**src/rtl/ddr_dq_seq.sv**
```systemverilog
// Burst sequencer for one DDR DQ bank: turns a 4-word write or read request into
// two double-data-rate beats with fixed read (CL) and write (WL) latencies.
module ddr_dq_seq #(
   parameter int BANK_WIDTH = 16,
   parameter int CL         = 3,
   parameter int WL         = 2
) (
   input  logic                    clk,
   input  logic                    rst,
   input  logic                    wr_req,
   input  logic [4*BANK_WIDTH-1:0] wr_data,
   output logic                    wr_ack,
   input  logic                    rd_req,
   output logic                    rd_ack,
   output logic                    rd_valid,
   output logic [2*BANK_WIDTH-1:0] rd_data,
   output logic                    busy,
   output logic                    bank_t,
   output logic [BANK_WIDTH-1:0]   bank_d0,
   output logic [BANK_WIDTH-1:0]   bank_d1,
   input  logic [BANK_WIDTH-1:0]   bank_o0,
   input  logic [BANK_WIDTH-1:0]   bank_o1
);

   if (CL < 1 || CL > 15) begin : gClRange
      $error("ddr_dq_seq: CL must be in 1..15");
   end
   if (WL < 1 || WL > 15) begin : gWlRange
      $error("ddr_dq_seq: WL must be in 1..15");
   end

   typedef enum logic [3:0] {
      IDLE,
      WR_WAIT,
      WR_PRE,
      WR_BEAT0,
      WR_BEAT1,
      WR_POST,
      RD_WAIT,
      RD_CAP0,
      RD_CAP1
   } stateT;

   // Remaining wait cycles after the first WAIT cycle, so the counter expires on the last one.
   localparam logic [3:0] CL_LOAD = (CL >= 2) ? 4'(CL - 2) : 4'd0;
   localparam logic [3:0] WL_LOAD = (WL >= 2) ? 4'(WL - 2) : 4'd0;

   stateT                   r_state;
   stateT                   w_nextState;
   logic [3:0]              r_cnt;
   logic [3:0]              w_nextCnt;
   logic                    w_acceptRd;
   logic                    w_acceptWr;
   logic [4*BANK_WIDTH-1:0] r_wrData;
   logic                    r_wrAck;
   logic                    r_rdAck;
   logic                    r_rdValid;
   logic [2*BANK_WIDTH-1:0] r_rdData;
   logic                    r_bankT;
   logic [BANK_WIDTH-1:0]   r_bankD0;
   logic [BANK_WIDTH-1:0]   r_bankD1;

   // State and latency counter registers.
   always_ff @(posedge clk or posedge rst) begin
      if (rst) begin
         r_state <= IDLE;
         r_cnt   <= 4'd0;
      end else begin
         r_state <= w_nextState;
         r_cnt   <= w_nextCnt;
      end
   end

   // Next-state logic; reads take priority over a simultaneous write request.
   always_comb begin
      w_nextState = r_state;
      w_nextCnt   = r_cnt;
      w_acceptRd  = 1'b0;
      w_acceptWr  = 1'b0;
      case (r_state)
         IDLE: begin
            if (rd_req) begin
               w_acceptRd = 1'b1;
               if (CL == 1) begin
                  w_nextState = RD_CAP0;
               end else begin
                  w_nextState = RD_WAIT;
                  w_nextCnt   = CL_LOAD;
               end
            end else if (wr_req) begin
               w_acceptWr = 1'b1;
               if (WL == 1) begin
                  w_nextState = WR_PRE;
               end else begin
                  w_nextState = WR_WAIT;
                  w_nextCnt   = WL_LOAD;
               end
            end
         end
         WR_WAIT: begin
            if (r_cnt == 4'd0) begin
               w_nextState = WR_PRE;
            end else begin
               w_nextCnt = r_cnt - 4'd1;
            end
         end
         WR_PRE:   w_nextState = WR_BEAT0;
         WR_BEAT0: w_nextState = WR_BEAT1;
         WR_BEAT1: w_nextState = WR_POST;
         WR_POST:  w_nextState = IDLE;
         RD_WAIT: begin
            if (r_cnt == 4'd0) begin
               w_nextState = RD_CAP0;
            end else begin
               w_nextCnt = r_cnt - 4'd1;
            end
         end
         RD_CAP0:  w_nextState = RD_CAP1;
         RD_CAP1:  w_nextState = IDLE;
         default:  w_nextState = IDLE;
      endcase
   end

   // Bank-side outputs are registered from the next state so they line up with the state they belong to.
   always_ff @(posedge clk or posedge rst) begin
      if (rst) begin
         r_wrData  <= '0;
         r_wrAck   <= 1'b0;
         r_rdAck   <= 1'b0;
         r_bankT   <= 1'b1;
         r_bankD0  <= '0;
         r_bankD1  <= '0;
         r_rdValid <= 1'b0;
         r_rdData  <= '0;
      end else begin
         r_wrAck <= w_acceptWr;
         r_rdAck <= w_acceptRd;
         if (w_acceptWr) begin
            r_wrData <= wr_data;
         end
         r_bankT <= !(w_nextState == WR_PRE || w_nextState == WR_BEAT0 ||
                      w_nextState == WR_BEAT1 || w_nextState == WR_POST);
         case (w_nextState)
            WR_BEAT0: begin
               r_bankD0 <= r_wrData[BANK_WIDTH-1:0];
               r_bankD1 <= r_wrData[2*BANK_WIDTH-1:BANK_WIDTH];
            end
            WR_BEAT1: begin
               r_bankD0 <= r_wrData[3*BANK_WIDTH-1:2*BANK_WIDTH];
               r_bankD1 <= r_wrData[4*BANK_WIDTH-1:3*BANK_WIDTH];
            end
            default: begin
               r_bankD0 <= '0;
               r_bankD1 <= '0;
            end
         endcase
         if (r_state == RD_CAP0 || r_state == RD_CAP1) begin
            r_rdValid <= 1'b1;
            r_rdData  <= {bank_o1, bank_o0};
         end else begin
            r_rdValid <= 1'b0;
         end
      end
   end

   assign wr_ack   = r_wrAck;
   assign rd_ack   = r_rdAck;
   assign rd_valid = r_rdValid;
   assign rd_data  = r_rdData;
   assign bank_t   = r_bankT;
   assign bank_d0  = r_bankD0;
   assign bank_d1  = r_bankD1;
   assign busy     = (r_state != IDLE);

endmodule
```
**config.mk**
```make
export PLATFORM = sky130hd
export DESIGN_NAME = ddr_dq_seq
export DESIGN_NICKNAME = d
export VERILOG_FILES = /design/src/rtl/ddr_dq_seq.sv
export SDC_FILE = /design/constraint.sdc
export NUM_CORES = 1
export LEC_CHECK = 0
export CAP_MARGIN = 10
export CORE_ASPECT_RATIO = 0.6
export CORE_MARGIN = 3
export CORE_UTILIZATION = 25
export CTS_CLUSTER_DIAMETER = 200
export CTS_CLUSTER_SIZE = 12
export DETAILED_ROUTE_END_ITERATION = 10
export PLACE_DENSITY_LB_ADDON = 0.2
export SLEW_MARGIN = 20
export SYNTH_ARGS = -nofsm -noshare
export SYNTH_HDL_FRONTEND = slang
export SYNTH_SLANG_ARGS = --single-unit
```
**constraint.sdc**
```tcl
create_clock -name clk -period 12.5 [get_ports clk]
set_clock_uncertainty 0.2 [all_clocks]
set_input_delay 3.125 -clock clk [delete_from_list [all_inputs] [get_ports clk]]
set_output_delay 3.125 -clock clk [all_outputs]
set_load 0.02 [all_outputs]
```
* Word level (Yosys, flattened, before mapping)
Index checks and enable logic that the tools add are counted.
** Storage, ports and cells
- Register bits :: 140
- Input bits :: 100
- Output and inout port bits :: 69
- Word-level logic and storage cells :: 52
** Operators by class
- $add $sub $neg :: 1
- Equal/unequal tests :: 13
- Muxes and demuxes :: 17
- Reduce and logical (&&, ||, !) cells :: 11
** Operator list (number)
- 16-bit one-hot mux with 2 select lines :: 2
- 4-bit two-way mux :: 7
- 4-bit one-hot mux with 7 select lines :: 1
- 4-bit by 3-bit == test with 1-bit output, second input constant :: 5
- 4-bit by 2-bit == test with 1-bit output, second input constant :: 4
- 4-bit logical NOT :: 2
- 4-bit one-hot mux with 2 select lines :: 1
- 1-bit two-way mux :: 6
- 4-bit by 1-bit == test with 1-bit output, second input constant :: 1
- 4-bit == test, second input constant :: 1
- 1-bit logical OR :: 4
- 4-bit nonzero test :: 1
- 4-bit by 1-bit subtractor with 4-bit output, second input constant :: 1
- 3-bit inequality test, second input constant :: 1
- 3-bit AND reduction :: 1
- 2-bit inequality test, second input constant :: 1
- 2-bit nonzero test :: 1
- 2-bit OR reduction :: 1
- 1-bit logical NOT :: 1

* Longest topological paths before layout
Gate-level depths: netlist of run 1.
- Depth after elaboration :: 8
- Mapped depth :: 6
- Depth with buffers taken out :: 6

* Worst setup path before layout of run 1
No wires, ideal clock.
- Kind :: register to output
- Start point :: register r_state[1]
- End point :: output port busy
- Arrival :: 0.994 ns
- Data required time :: 9.175 ns
- Path slack :: 8.181 ns
- Cell stages (with the launch flop) :: 4
- Buffers on the path :: 1
- Path through :: dfrtp_1 > buf_2 > nor4_4 > inv_2
** On the way
- Longest elaborated chain between the ends :: 1
** RTL lines
- start, declared :: RTL line 48 : stateT r_state;
- start signal, assigned :: RTL line 69 : r_state <= w_nextState;
- 4-bit nonzero test :: RTL line 173 : assign busy = (r_state != IDLE);
- end, declared :: RTL line 17 : output logic busy,
Every way passes these cells.

* Worst setup path in the final report of run 1
- Start point :: register r_state[3]
- End point :: output port busy
The elaborated chain is that of the path after synthesis.

==> results of run 1 <==
==> final cells by class <==
class / instances / share of cell area
multi-input combinational: 180 / 0.232
timing repair buffer: 174 / 0.215
tap: 279 / 0.0430
clock inverter: 15 / 0.0213
sequential: 140 / 0.432
clock buffer: 17 / 0.0524
inverter: 8 / 0.00432
==> worst max-delay path: cells and delay by family, from the launching register on <==
| kind | cells | cell delay (ns) |
|---|---|---|
| and+or+nand+nor | 1 | 0.50 |
| DFF | 1 | 0.56 |
| buffers and inverters | 2 | 0.69 |
==> cells by family after synthesis <==
kind of cell	Yosys count
fa+ha+maj	1
flops	140
buf+inv	28
mux	96
simple gates	32
compound gates	51
==> per-layer routing <==
layer,share of wire,vias to the layer above,GRT usage
li1,-,1601,-
met1,0.49,1753,0.157
met2,0.44,93,0.166
met3,0.065,11,0.0411
met4,0.011,0,0.0411
met5,0,-,0
==> Yosys cell counts <==
cell       instances
o2bb2ai_1          1
nand3b_2           1
nor4_1             1
inv_1              7
a21oi_1            7
and2_1             1
nor3b_1            1
nand2b_1           1
a22o_1            33
o22a_1             1
nand2_1            5
or3b_2             1
ha_1               1
or3b_1             1
nor2b_1            1
clkbuf_1           3
a211o_1            2
and4b_1            1
nor3_2             1
inv_2              1
and3_1             2
buf_2             11
a31o_2             1
a31oi_2            1
nor3_1             4
dfrtp_1          139
buf_6              5
a21oi_4            1
mux2_2            58
dfstp_2            1
nand3b_1           1
mux2_4            38
buf_4              1
nand3_1            2
nor2_1             7
nor4_4             1
o21ai_0            4
==> worst paths after layout <==
check                      cells past startpoint            to  slack [ns]
max in group asynchronous                      3   r_wrData[1]        7.84
hold / removal                                 1   bank_d1[10]        0.28
setup reg to reg                               4  r_wrData[55]        9.96
setup / recovery                               3          busy        7.00
hold reg to reg                                1   bank_d1[10]        0.28
min in group asynchronous                      2    rd_data[9]        3.06
==> stage by stage <==
stage | hold slack [ns] | setup slack [ns]
finish | 0.280 | 7.00
global route | 0.288 | 6.87
CTS | 0.283 | 6.96
detailed placement | 0.270 | 6.95
global placement | 0.270 | 7.01
floorplan | 0.260 | 5.42
==> sequential cells by signal, indices dropped and copies added (netlist names) <==
register / flops
r_wrData: 64
rd_data: 32
bank_d0: 16
bank_d1: 16
r_cnt: 4
r_state: 4
bank_t: 1
rd_ack: 1
rd_valid: 1
wr_ack: 1
==> power breakdown <==
group,switching (W),internal (W)
Clock,0.000199,0.000313
Combinational,0.000333,0.000442
Sequential,0.000118,0.000664
==> results_dict.tcl, run 1 <==
set metrics [dict create \
    status "finished clean" \
    dp_hpwl_um 8810 \
    first_pass_iters 4 \
    crit_start "r_state[3]" \
    critical_path_class "register to output pin" \
    arrival_ns 2.18 \
    syn_area_um2 5520 \
    synthXorXnorAreaFrac 0 \
    cts_tree "built" \
    syn_nets 449 \
    nNetsFinal 622 \
    synthAdderAreaFrac 0.00227 \
    finalNonFillerCells 813 \
    rows 41 \
    synth_top_family_by_area "multiplexers" \
    grt_pass1_wl_um 20900 \
    h-tree-depth 4 \
    grt_pass1_vias 3794 \
    ir_drop_v 0.000146 \
    cts_root_buf "clkbuf_16" \
    wire_per_inst_um 16.2 \
    ys_seq_area_frac 0.635 \
    synth_mux_area_frac 0.222 \
    cap_viol_max_count 0 \
    nFillCells 2025 \
    clock_path_buffers 2 \
    antenna_cells 0 \
    layout_common_cells "clkdlybuf4s50_1 (168), dfrtp_1 (139), mux2_2 (58), mux2_4 (38), a22o_1 (33)" \
    synth.area.top_cells "dfrtp_1 (63%), mux2_2 (12%), mux2_4 (10%)" \
    track_usage 0.114 \
    final_common_cell "clkdlybuf4s50_1" \
    clk_latency_ns 0.41 \
    ys_seq_elements 140 \
    min_period_ns 5.50 \
    multi_input_area_um2 1880 \
    ant_nets 0 \
    yosysWarningCount 0 \
    start_kind "register" \
    stdcell_area_um2 8110 \
    drive_gt1_frac 0.273 \
    numCtsBuffers 17 \
    setup_violations 0 \
    synth-simple-area-share 0.0358 \
    hold_class "register to register" \
    placed_area_um2 7490 \
    hold_viol_final 0 \
    cts_hold_buffers 0 \
    max_stage_delay_ns 0.56 \
    ios 169 \
    register_area_um2 3500 \
    gp_congestion 0.717 \
    finalPower_w 0.00207 \
    cp-end-kind "output pin" \
    rsz0062_at_grt "no" \
    drc 0 \
    fp.coreArea_um2 21300 \
    fmax_mhz 182 \
    worstMarginPinSlew_ns 1.10 \
    portBuffers 168 \
    path_clk_slew_ns 0.06 \
    p_leak_nw 3.60 \
    cts_setup_buffers 0 \
    fin_setup_tns_ns 0 \
    slew_headroom 0.265 \
    min_period_over_period 0.440 \
    die-area_um2 23900 \
    synth.avg_cell_area_um2 15.8 \
    min_from "r_wrData[58]" \
    final_util 0.380 \
    die_w_um 198 \
    die_h_um 121 \
    cts_resized 0 \
    start_util 0.258 \
    syn-instance-count 348 \
    crit_path_cell_trace "nor4_4, inv_2, clkdlybuf4s50_1" \
    dp_cells 780 \
    vias 3458 \
    cp_slowest_cell "dfrtp_1" \
    yosysTopAreaCell "dfrtp_1" \
    drt-initial-drc-count 94 \
    drt-total-wl_um 13200 \
    synth_top_area_frac 0.631 \
    grt_max_degree 92 \
    cp_max_fo 10 \
    viasPerCell 4.25 \
    syn2layout_area_growth_pct 47.1 \
    finalMaxSlewViolations 0 \
    yosysUniqueCellTypes 37 \
    clock_sinks 140 \
    p_per_area_nw_per_um2 255 \
    antenna_found_initial 0 \
    reg2reg_from "r_state[3]" \
    synth_compound_area_frac 0.0755 \
    grt-ovfl-total 0 \
    critPathRequiredTime_ns 9.17 \
]
Power figures use the tool's default switching activity.
==> run 2: changes to the inputs <==
==> constraint.sdc (replaced) <==
create_clock -name clk -period 4.5 [get_ports clk]
set_clock_uncertainty 0.2 [all_clocks]
set_input_delay 1.125 -clock clk [delete_from_list [all_inputs] [get_ports clk]]
set_output_delay 1.125 -clock clk [all_outputs]
set_load 0.02 [all_outputs]
==> run 2 against run 1 <==
Cell count fell by 0.25%. Sequential power rose to 2.8 times the previous value. Core utilization is 0.16 points higher. Combinational power grew to 2.8 times the previous value. Critical path type unchanged.
==> results_dict.tcl, run 2 (synthesized netlist as in run 1, its figures left out) <==
set metrics [dict create \
    clock_sinks 140 \
    placed_area_um2 7500 \
    drc 0 \
    cp_slowest_cell "clkdlybuf4s50_1" \
    antenna_found_initial 0 \
    fp.coreArea_um2 21300 \
    setup_violations 0 \
    cts_hold_buffers 0 \
    finalMaxSlewViolations 0 \
    p_per_area_nw_per_um2 711 \
    rsz0062_at_grt "no" \
    stdcell_area_um2 8150 \
    cp_top_family "buffers and inverters" \
    cts_setup_buffers 0 \
    critPathRequiredTime_ns 3.17 \
    gp_congestion 0.746 \
    wire_per_inst_um 16.2 \
    first_pass_iters 4 \
    cp_max_fo 10 \
    grt-ovfl-total 0 \
    die_w_um 198 \
    crit_path_cell_trace "nor4_4, inv_2, clkdlybuf4s50_1" \
    viasPerCell 4.22 \
    clk_latency_ns 0.42 \
    vias 3421 \
    drt-total-wl_um 13100 \
    hold_depth 1 \
    dp_hpwl_um 8430 \
    top_register "r_wrData" \
    track_usage 0.113 \
    start_util 0.258 \
    dp_cells 779 \
    drive_gt1_frac 0.267 \
    hold_viol_final 0 \
    final_common_cell "clkdlybuf4s50_1" \
    rows 41 \
    drt-initial-drc-count 127 \
    fin_setup_tns_ns 0 \
    fmax_mhz 288 \
    die-area_um2 23900 \
    cp.depth 3 \
    layout_common_cells "clkdlybuf4s50_1 (168), dfrtp_1 (139), mux2_2 (58), mux2_4 (38), a22o_1 (33)" \
    slew_headroom 0.488 \
    die_h_um 121 \
    final_util 0.382 \
    grt_pass1_wl_um 20500 \
    min_period_ns 3.48 \
    largest_register_ffs 64 \
    hold_class "register to register" \
    status "finished clean" \
    min_period_over_period 0.773 \
    ios 169 \
    clock_path_buffers 2 \
    grt_max_degree 141 \
    ir_drop_v 0.000253 \
    path_clk_slew_ns 0.06 \
    grt_pass1_vias 3661 \
    nNetsFinal 621 \
    critical_path_class "register to output pin" \
    p_leak_nw 3.62 \
    cap_viol_max_count 0 \
    ant_nets 0 \
    dp_slack_ns 1.42 \
    syn2layout_area_growth_pct 47.7 \
    critPathBufInv 2 \
    start_kind "register" \
    r2r_cells 5 \
    cts_root_buf "clkbuf_16" \
    cts_tree "built" \
    max_stage_delay_ns 0.57 \
    cts_resized 0 \
    portBuffers 168 \
    cp-end-kind "output pin" \
    worstMarginPinSlew_ns 0.768 \
    arrival_ns 2.15 \
    h-tree-depth 4 \
    antenna_cells 0 \
    setup_slack_ns 1.02 \
    finalNonFillerCells 811 \
    numCtsBuffers 17 \
]
run 2: cell count changes in the layout (fill, tap and decap cells not counted), moves of 2 or more:
cell | before | now
clkbuf_1 | 0 | 2
buf_4 | 5 | 2
clkinv_2 | 4 | 2
inv_6 | 3 | 0
buf_12 | 0 | 2
run 2: path summary, 6_finish.rpt:
path / to / slack [ns] / startpoint
worst max-delay path: busy / 1.02 / r_state[3]
worst min-delay path: bank_d1[12] / 0.28 / r_wrData[60]
worst max register to register: rd_data[13] / 2.28 / r_state[2]
worst min register to register: bank_d1[12] / 0.28 / r_wrData[60]
max in group asynchronous: r_wrData[18] / 2.43 / rst
min in group asynchronous: bank_d1[14] / 1.09 / rst
run 2: layout make-up:
type | count | area [µm²]
fillers | 1997 | 13200
flip-flops and latches | 140 | 3500
multi-input cells | 180 | 1880
repair buffers | 173 | 1760
clock buffers | 20 | 447
well taps | 279 | 349
clock inverters | 11 | 169
inverters | 8 | 33.8
run 2: where the power goes:
group          internal [W]  total [W]  switching [W]
combinational       0.00123    0.00215       0.000927
clock              0.000937    0.00147       0.000534
sequential          0.00184    0.00217       0.000326
run 2: through the flow:
step | hold WS, ns | power [W]
6_report | 0.279 | 0.00579
5_1_grt | 0.298 | 0.00614
4_1_cts | 0.282 | 0.00587
3_5_place_dp | 0.270 | 0.00436
3_3_place_gp | 0.270 | 0.00430
2_1_floorplan | 0.260 | 0.00347
run 2: per-layer routing:
layer,vias to the layer above,track usage,part of all wire
met5,-,0,0
met4,0,0.0358,0.0098
met3,10,0.0455,0.067
met2,105,0.158,0.42
met1,1714,0.159,0.50
li1,1592,-,-
